$ cat src/rtl/fp_pkg.sv
// Shared floating-point definitions for the FPU datapath.
// Holds default field widths, the add/sub opcode encoding, the exponent
// bias helper, FP32 field-extract helpers and a few FP32 constants.
package fp_pkg;

    localparam int FP_EXP_W = 8;
    localparam int FP_MAN_W = 23;

    typedef enum logic {
        FP_OP_ADD = 1'b0,
        FP_OP_SUB = 1'b1
    } fp_op_e;

    localparam logic [31:0] FP32_ZERO = 32'h0000_0000;
    localparam logic [31:0] FP32_ONE  = 32'h3F80_0000;

    function automatic int unsigned fp_bias(input int unsigned exp_w);
        return (32'd1 << (exp_w - 1)) - 32'd1;
    endfunction

    function automatic logic fp32_sign(input logic [31:0] x);
        return x[31];
    endfunction

    function automatic logic [7:0] fp32_exp(input logic [31:0] x);
        return x[30:23];
    endfunction

    function automatic logic [22:0] fp32_man(input logic [31:0] x);
        return x[22:0];
    endfunction

endpackage

$ cat src/rtl/fp_norm_lzc.sv
// Combinational normaliser for the adder's final stage.
// Ports:
//   sum_i  : raw mantissa sum/difference, MAN_W+2 bits (bit MAN_W+1 = carry)
//   exp_i  : exponent of the larger operand
//   exp_o  : adjusted exponent
//   man_o  : normalised stored mantissa (hidden bit dropped)
//   zero_o : sum was exactly zero (caller forces +0)
module fp_norm_lzc
    import fp_pkg::*;
#(
    parameter int EXP_W = FP_EXP_W,
    parameter int MAN_W = FP_MAN_W
) (
    input  logic [MAN_W+1:0] sum_i,
    input  logic [EXP_W-1:0] exp_i,
    output logic [EXP_W-1:0] exp_o,
    output logic [MAN_W-1:0] man_o,
    output logic             zero_o
);

    localparam int LZC_W = $clog2(MAN_W + 2);

    logic [LZC_W-1:0] lzc;
    logic [MAN_W:0]   shifted;

    always_comb begin
        // Highest set bit wins since it is written last.
        lzc = '0;
        for (int i = 0; i <= MAN_W; i++) begin
            if (sum_i[i]) lzc = LZC_W'(MAN_W - i);
        end
        shifted = sum_i[MAN_W:0] << lzc;
        zero_o  = (sum_i == '0);
        if (sum_i[MAN_W+1]) begin
            // Carry out: one right shift, the dropped LSB is truncated.
            exp_o = exp_i + EXP_W'(1);
            man_o = sum_i[MAN_W:1];
        end else begin
            exp_o = exp_i - EXP_W'(lzc);
            man_o = shifted[MAN_W-1:0];
        end
    end

endmodule

$ cat src/rtl/fpadd_pipe.sv
// Pipelined floating-point add/subtract, fixed 4-cycle latency, 1 op/cycle.
// Ports:
//   clk, reset_n            : clock, async active-low reset
//   in_valid/in_ready       : operand handshake (in_ready is combinational)
//   in_op                   : 0 = A+B, 1 = A-B
//   in_a, in_b, in_tag      : operands {sign,exp,man} and routing tag
//   out_valid/out_ready     : result handshake
//   out_result, out_tag     : truncated sum/difference and its tag
// Stages: S1 op-apply + swap, S2 align, S3 add/sub, S4 normalise into the
// output register. The whole pipe advances together or holds together.
module fpadd_pipe
    import fp_pkg::*;
#(
    parameter int EXP_W = FP_EXP_W,
    parameter int MAN_W = FP_MAN_W,
    parameter int TAG_W = 4
) (
    input  logic                     clk,
    input  logic                     reset_n,
    input  logic                     in_valid,
    output logic                     in_ready,
    input  logic                     in_op,
    input  logic [EXP_W+MAN_W:0]     in_a,
    input  logic [EXP_W+MAN_W:0]     in_b,
    input  logic [TAG_W-1:0]         in_tag,
    output logic                     out_valid,
    input  logic                     out_ready,
    output logic [EXP_W+MAN_W:0]     out_result,
    output logic [TAG_W-1:0]         out_tag
);

    localparam int W      = 1 + EXP_W + MAN_W;
    localparam int MW     = MAN_W + 1;
    localparam int SW     = MAN_W + 2;
    localparam int STAGES = 4;
    localparam logic [EXP_W-1:0] MAX_SH = EXP_W'(MAN_W + 1);

    // Zero operands take a bypass path carried alongside the arithmetic.
    typedef struct packed {
        logic             byp;
        logic [W-1:0]     bval;
        logic             sx;
        logic             sy;
        logic [EXP_W-1:0] ex;
        logic [EXP_W-1:0] ey;
        logic [MW-1:0]    mx;
        logic [MW-1:0]    my;
        logic [TAG_W-1:0] tag;
    } s1_t;

    typedef struct packed {
        logic             byp;
        logic [W-1:0]     bval;
        logic             sx;
        logic             sub;
        logic [EXP_W-1:0] ex;
        logic [MW-1:0]    mx;
        logic [MW-1:0]    my;
        logic [TAG_W-1:0] tag;
    } s2_t;

    typedef struct packed {
        logic             byp;
        logic [W-1:0]     bval;
        logic             sx;
        logic [EXP_W-1:0] ex;
        logic [SW-1:0]    sum;
        logic [TAG_W-1:0] tag;
    } s3_t;

    logic [STAGES:1] vld_q, vld_d;
    s1_t             s1_q, s1_d;
    s2_t             s2_q, s2_d;
    s3_t             s3_q, s3_d;
    logic [W-1:0]    res_q, res_d;
    logic [TAG_W-1:0] tag_q, tag_d;
    logic            advance;

    logic [W-1:0]     op_a, op_b, op_x, op_y;
    logic             a_zero, b_zero, a_ge;
    logic [EXP_W-1:0] sh;
    logic [EXP_W-1:0] n_exp;
    logic [MAN_W-1:0] n_man;
    logic             n_zero;

    assign advance    = ~vld_q[STAGES] | out_ready;
    assign in_ready   = advance;
    assign out_valid  = vld_q[STAGES];
    assign out_result = res_q;
    assign out_tag    = tag_q;

    assign vld_d = {vld_q[STAGES-1:1], in_valid};

    // S1: apply op to B, order by magnitude (A wins ties).
    assign op_a   = in_a;
    assign op_b   = {in_b[W-1] ^ (in_op == FP_OP_SUB), in_b[W-2:0]};
    assign a_zero = (op_a[W-2:MAN_W] == '0);
    assign b_zero = (op_b[W-2:MAN_W] == '0);
    assign a_ge   = (op_a[W-2:0] >= op_b[W-2:0]);
    assign op_x   = a_ge ? op_a : op_b;
    assign op_y   = a_ge ? op_b : op_a;

    always_comb begin
        s1_d      = '0;
        s1_d.byp  = a_zero | b_zero;
        s1_d.bval = a_zero ? op_b : op_a;
        s1_d.sx   = op_x[W-1];
        s1_d.sy   = op_y[W-1];
        s1_d.ex   = op_x[W-2:MAN_W];
        s1_d.ey   = op_y[W-2:MAN_W];
        s1_d.mx   = {1'b1, op_x[MAN_W-1:0]};
        s1_d.my   = {1'b1, op_y[MAN_W-1:0]};
        s1_d.tag  = in_tag;
    end

    // S2: align the smaller mantissa; bits shifted out are lost.
    assign sh = s1_q.ex - s1_q.ey;

    always_comb begin
        s2_d      = '0;
        s2_d.byp  = s1_q.byp;
        s2_d.bval = s1_q.bval;
        s2_d.sx   = s1_q.sx;
        s2_d.sub  = s1_q.sx ^ s1_q.sy;
        s2_d.ex   = s1_q.ex;
        s2_d.mx   = s1_q.mx;
        s2_d.my   = (sh > MAX_SH) ? '0 : (s1_q.my >> sh);
        s2_d.tag  = s1_q.tag;
    end

    // S3: magnitude add or subtract; X >= Y so the difference is never negative.
    always_comb begin
        s3_d      = '0;
        s3_d.byp  = s2_q.byp;
        s3_d.bval = s2_q.bval;
        s3_d.sx   = s2_q.sx;
        s3_d.ex   = s2_q.ex;
        s3_d.sum  = s2_q.sub ? ({1'b0, s2_q.mx} - {1'b0, s2_q.my})
                             : ({1'b0, s2_q.mx} + {1'b0, s2_q.my});
        s3_d.tag  = s2_q.tag;
    end

    // S4: normalise and pack.
    fp_norm_lzc #(
        .EXP_W (EXP_W),
        .MAN_W (MAN_W)
    ) u_norm (
        .sum_i  (s3_q.sum),
        .exp_i  (s3_q.ex),
        .exp_o  (n_exp),
        .man_o  (n_man),
        .zero_o (n_zero)
    );

    always_comb begin
        if (s3_q.byp)   res_d = s3_q.bval;
        else if (n_zero) res_d = '0;
        else            res_d = {s3_q.sx, n_exp, n_man};
        tag_d = s3_q.tag;
    end

    always_ff @(posedge clk or negedge reset_n) begin
        if (!reset_n) begin
            vld_q <= '0;
            s1_q  <= '0;
            s2_q  <= '0;
            s3_q  <= '0;
            res_q <= '0;
            tag_q <= '0;
        end else if (advance) begin
            vld_q <= vld_d;
            s1_q  <= s1_d;
            s2_q  <= s2_d;
            s3_q  <= s3_d;
            res_q <= res_d;
            tag_q <= tag_d;
        end
    end

endmodule

$ cat config.mk
export PLATFORM = sky130hd
export DESIGN_NAME = fpadd_pipe
export DESIGN_NICKNAME = d
export VERILOG_FILES = /design/src/rtl/fp_pkg.sv /design/src/rtl/fp_norm_lzc.sv /design/src/rtl/fpadd_pipe.sv
export SDC_FILE = /design/constraint.sdc
export NUM_CORES = 1
export LEC_CHECK = 0
export CAP_MARGIN = 25
export CORE_MARGIN = 5
export CORE_UTILIZATION = 35
export DETAILED_ROUTE_END_ITERATION = 8
export GPL_TIMING_DRIVEN = 0
export PLACE_DENSITY = 0.63
export SLEW_MARGIN = 20
export SYNTH_ARGS = -nofsm -noshare
export SYNTH_HDL_FRONTEND = slang
export SYNTH_SLANG_ARGS = --single-unit
$ cat constraint.sdc
create_clock -name clk -period 7.8 [get_ports clk]
set_clock_uncertainty 0.05 [all_clocks]
set_input_delay 1.56 -clock clk [delete_from_list [all_inputs] [get_ports clk]]
set_output_delay 1.56 -clock clk [all_outputs]
set_load 0.01 [all_outputs]
# ---- Yosys cells after proc, flatten, opt, wreduce, memory -nomap -nowiden
# Index checks and enable logic that the tools add are counted.
dict set report word_totals {
  regBits 309
  input_bits 73
  out_inout_bits 38
  elab_cells 76
}
dict set report op_classes {
  addsub 5
  magnitude_cmp 2
  n_shift 2
  mux 33
  n_bitwise 5
  n_reduce_logical 3
}
# operator count
set op_table {}
lappend op_table {{$mux 32} 5}
lappend op_table {{$mux 5} 24}
lappend op_table {{$ge 31x31->1} 1}
lappend op_table {{$add 24x24->25} 1}
lappend op_table {{$logic_not 25->1} 1}
lappend op_table {{$mux 25} 1}
lappend op_table {{$sub 24x24->25} 1}
lappend op_table {{$mux 24} 1}
lappend op_table {{$shl 24x5->23} 1}
lappend op_table {{$shr 24x8->24} 1}
lappend op_table {{$mux 23} 1}
lappend op_table {{$logic_not 8->1} 2}
lappend op_table {{$add 8x1->8 const B} 1}
lappend op_table {{$gt 8x5->1 const B} 1}
lappend op_table {{$mux 8} 1}
lappend op_table {{$sub 8x5->8} 1}
lappend op_table {{$sub 8x8->8} 1}
lappend op_table {{$or 1x1->1} 2}
lappend op_table {{$xor 1x1->1} 2}
lappend op_table {{$not 1->1} 1}

# ---- Logic depth before layout (Yosys ltp)
dict set report logic_depth {
  depth_word 28
  ltp_mapped 20
  depth_no_buf 17
}

# ---- By module
# Synthesis repeated with hierarchy kept, for this count alone.
dict set report unflattened {
  cells_unflattened 2135
  hier_area_um2 18246.2
}
# module n_inst cells_per_inst area_each_um2 seq_area_each_um2
set by_module_without_submodules {}
lappend by_module_without_submodules {fpadd_pipe 1 1810 16209.3 7707.4}
lappend by_module_without_submodules {fp_norm_lzc 1 325 2037.0 0.0}

# ---- Worst setup path before layout
# No wires, ideal clock.
dict set report synth_path {
  path_kind {input -> output}
  start {in out_ready}
  end {out in_ready}
  arrival_ps 2696
  t_required_ps 6190
  slack_ps 3494
  stages 6
  n_path_buf 4
  path_cell_list {nor2b_1 -> clkbuf_1 -> inv_1 -> clkbuf_1 -> clkbuf_1 -> clkbuf_1}
}
dict set report synth_between {
  elab_chain_cells 1
}
# element line_no
set synth_rtl {}
lappend synth_rtl {{start: declaration} fpadd_pipe.sv:27} ;# input logic out_ready,
lappend synth_rtl {{$or 1x1->1} fpadd_pipe.sv:86} ;# assign advance = ~vld_q[STAGES] | out_ready;
lappend synth_rtl {{end: declaration} fpadd_pipe.sv:21} ;# output logic in_ready,
# No other way between the ends.

# ---- Final worst setup path
# Ends and elaborated chain as after synthesis.

==> flow_metrics.py <==
metrics = {
    "floorplanning": {
        "fp.coreArea_sq_um": 51300,
        "floorplan.die_area_sq_um": 56400,
        "ioPinCount": 111,
        "die_width_microns": 237,
        "start_util_pct": 35.3,
        "fp.dieH_microns": 237,
        "placementRows": 83,
    },
    "sta": {
        "max-slew-margin-rel_pct": 38.6,
        "final_period_util_pct": 82.9,
        "fin_worst_hold_slack_ns": 0.413,
        "setup_repair_after_global_routing_missed_its_margin": "false",
        "fmax_mhz": 155,
        "final_period_minus_worst_setup_slack_ns": 6.46,
        "finalSetupViolCount": 0,
        "maxSlewViolCount": 0,
        "worstMarginPinSlew_ns": 0.917,
        "timing.final.hold_violations": 0,
        "tns_ns": 0,
        "finalWorstSetupSlack_ns": 1.34,
    },
    "synthesis": {
        "synth-main-ff-cell": "sky130_fd_sc_hd__dfrtp_1",
        "synth.cells.most_frequent": "sky130_fd_sc_hd__nand2_1, sky130_fd_sc_hd__dfrtp_1, sky130_fd_sc_hd__mux2i_1, sky130_fd_sc_hd__o21ai_0, sky130_fd_sc_hd__nor2_1",
        "synthesis.yosys.warnings": 0,
        "ys_ff_latch": 308,
        "synth_async_sr_flop_share_pct": 100,
        "synth_edf_count": 0,
        "synth_top_area_cell": "sky130_fd_sc_hd__dfrtp_1",
        "synthMostInstantiatedCell": "sky130_fd_sc_hd__nand2_1",
        "post_synth.cell_area_avg_sq_um": 8.62,
        "syn_inst": 2100,
        "yosys-top-cells-area": "sky130_fd_sc_hd__dfrtp_1, sky130_fd_sc_hd__nand2_1, sky130_fd_sc_hd__mux2i_1",
        "synth_largest_type_area_fraction_pct": 42.6,
        "yosysSeqAreaShare_pct": 42.6,
        "syn-num-nets": 2247,
        "yosys.cell_types.count": 85,
        "post_synth_design_cell_area_sq_um": 18100,
    },
    "pwr": {
        "ir_drop_mv": 0.265,
        "powerDensity_nw_per_um2": 549,
        "p_leak_nw": 9.91,
    },
    "global_routing": {
        "grt_antenna_before_repair": 0,
        "global_route.peak_usage_layer": "met2",
        "overflow": 0,
        "pin_count_of_the_biggest_net_entering_global_routing": 96,
        "grt_first_pass_wirelength_microns": 95400,
        "grt_use_total_pct": 21.4,
        "number_of_global_route_vias_before_repair": 15852,
        "global_route.usage.met1_pct": 30.2,
        "grt_util_met2_pct": 33.7,
        "global_route.usage.met3_pct": 2.59,
    },
    "clock_tree": {
        "cts-hold-fix-buffers": 0,
        "insertion_delay_ns": 0.56,
        "cts_made_buffers": 36,
        "cts.reportedPaths.clkPinSlew_ns": 0.06,
        "tritoncts": "done",
        "clock_tree.htree_level_count": 2,
        "cts_buffer_depth": 3,
        "cts_setup_buffers": 0,
        "clk_root_buffer_cell": "sky130_fd_sc_hd__clkbuf_16",
        "cts_sinks": 308,
        "cts.repair.resized": 0,
    },
    "worst_setup_path": {
        "crit_path_start_kind": "primary input",
        "reg2reg_depth": 18,
        "crit_path_end_kind": "primary output",
        "cp_slowest_stage_delay_ns": 0.67,
        "timing.setup.critical_path_class": "in -> out",
        "timing.critical_path.from": "out_ready",
        "crit_path_slowest_cell": "sky130_fd_sc_hd__clkdlybuf4s50_1",
        "critical_path_peak_fanout": 10,
        "path_cells": "clkdlybuf4s50_1 -> nor2b_1 -> clkbuf_1 -> inv_1 -> clkbuf_1 -> clkbuf_1 -> clkbuf_1 -> clkdlybuf4s50_1",
        "reg2reg_to": "out_result[30]",
        "cell_mode_on_critical_path": "sky130_fd_sc_hd__clkbuf_1",
        "required_ns": 6.19,
        "critical_path.reg2reg.startpoint": "s3_q[13]",
        "timing.reg2reg.setup_slack_ns": 3.25,
        "critical_path_arrival_ns": 4.85,
        "critPathCapture": "in_ready",
    },
    "min_path": {
        "hold_path_depth": 2,
        "min_path_type": "reg -> reg",
    },
    "status": {
        "run_status": "finished, final reports clean",
    },
    "place": {
        "place.gp.congestion": 0.940,
        "hpwlAfterDp_microns": 48000,
        "io_buffer_count": 110,
        "preCtsSetupSlack_ns": 1.34,
    },
    "detailed_routing": {
        "final_antenna_net_count": 0,
        "drc": 0,
        "route.detailed.vias_per_inst": 5.41,
        "firstDrtPassIters": 5,
        "route.final.wire_length_microns": 61500,
        "route.detailed.wl_per_inst_microns": 20.8,
        "detailedRoute.firstIterationViolations": 1374,
        "via_count": 16004,
    },
    "cells_and_area": {
        "n_fill_cell": 5169,
        "final_layout_size_suffix_gt1_share_pct": 5.88,
        "area_overhead_vs_synth_pct": 18.0,
        "nNetsFinal": 2401,
    },
    "job": {
        "timing.max_cap.violations": 0,
    },
}
-- worst max-delay path: cells and delay by family --
kind / cells / cell delay, ns
buffers and inverters: 7 / 3.23
AND/OR/NAND/NOR: 1 / 0.04
-- cell usage in the layout (no fill, tap or decap), types with 10 or more instances in the layout --
| cell type | n |
|---|---|
| sky130_fd_sc_hd__and3_1 | 12 |
| sky130_fd_sc_hd__buf_1 | 11 |
| sky130_fd_sc_hd__o22ai_1 | 15 |
| sky130_fd_sc_hd__nand2_1 | 569 |
| sky130_fd_sc_hd__nand2b_1 | 11 |
| sky130_fd_sc_hd__nand3_1 | 22 |
| sky130_fd_sc_hd__a211oi_1 | 21 |
| sky130_fd_sc_hd__nor2b_1 | 12 |
| sky130_fd_sc_hd__buf_2 | 19 |
| sky130_fd_sc_hd__mux2_2 | 14 |
| sky130_fd_sc_hd__clkdlybuf4s50_1 | 109 |
| sky130_fd_sc_hd__a221oi_1 | 14 |
| sky130_fd_sc_hd__ha_1 | 71 |
| sky130_fd_sc_hd__nor2_1 | 132 |
| sky130_fd_sc_hd__o21ai_0 | 151 |
| sky130_fd_sc_hd__clkbuf_16 | 36 |
| sky130_fd_sc_hd__a31oi_1 | 16 |
| sky130_fd_sc_hd__xnor2_1 | 41 |
| sky130_fd_sc_hd__dfrtp_1 | 308 |
| sky130_fd_sc_hd__a21oi_1 | 108 |
| sky130_fd_sc_hd__clkbuf_1 | 102 |
| sky130_fd_sc_hd__a21o_1 | 25 |
| sky130_fd_sc_hd__xor2_1 | 17 |
| sky130_fd_sc_hd__o21ai_1 | 13 |
| sky130_fd_sc_hd__inv_1 | 64 |
| sky130_fd_sc_hd__o221ai_1 | 10 |
| sky130_fd_sc_hd__mux2i_1 | 159 |
| sky130_fd_sc_hd__nor3_1 | 15 |
-- power breakdown --
part / internal, mW / switching (mW) / leakage, nW
registers: 2.30 / 0.523 / 3.76
logic: 2.85 / 4.33 / 5.56
clock network: 1.02 / 0.695 / 0.591
-- routing by layer --
| metal | share of wire (%) | routed length [microns] |
|---|---|---|
| met1 | 46 | 28500 |
| met2 | 45 | 27500 |
| met3 | 5.1 | 3160 |
| met4 | 3.8 | 2360 |
| met5 | 0 | 0 |
-- layout make-up --
class	instances	area [sq um]	share of cell area, %
multi-input combinational	1592	9550	44.7
sequential	308	7710	36.1
timing repair buffer	116	1210	5.66
clock buffer	48	1020	4.75
tap	680	851	3.98
buffer	135	594	2.78
inverter	65	246	1.15
clock inverter	14	189	0.884
antenna	1	2.50	0.0117
-- flip-flops by register name, indices dropped and copies added (netlist names) --
register,count
s1_q,102
s2_q,95
s3_q,67
out_result,32
out_tag,4
tag_d,4
vld_q,4
-- per-stage QoR --
step	cells	power (mW)	instance area [sq um]	util, %
global placement	2890	9.78	20100	39.1
CTS	2957	11.7	21400	41.6
global route	2958	12.6	21400	41.6
floorplan	2100	7.75	18100	-
detailed placement	2895	9.94	20200	39.3
finish	2959	11.7	21400	41.7
-- how the worst min path moves through the flow --
stage	start	to	slack, ns
finish	vld_q[3]	vld_q[3]	0.41
detailed placement	vld_q[3]	vld_q[4]	0.40
global placement	vld_q[3]	vld_q[4]	0.39
global route	vld_q[3]	vld_q[4]	0.43
floorplan	vld_q[3]	vld_q[3]	0.38
CTS	vld_q[3]	vld_q[4]	0.42
-- kinds of logic (layout without fill, tap and decap cells) --
family	Yosys count	after routing	share of synthesized area [%]
simple gates	831	831	19.1
compound gates	455	455	15.8
flops	308	308	42.6
buf+inv	200	378	4.65
mux	174	174	9.79
fa+ha+maj	74	74	5.24
xor+xnor	58	58	2.81
other cells	0	1	0
(Power assumes the default switching activity.)
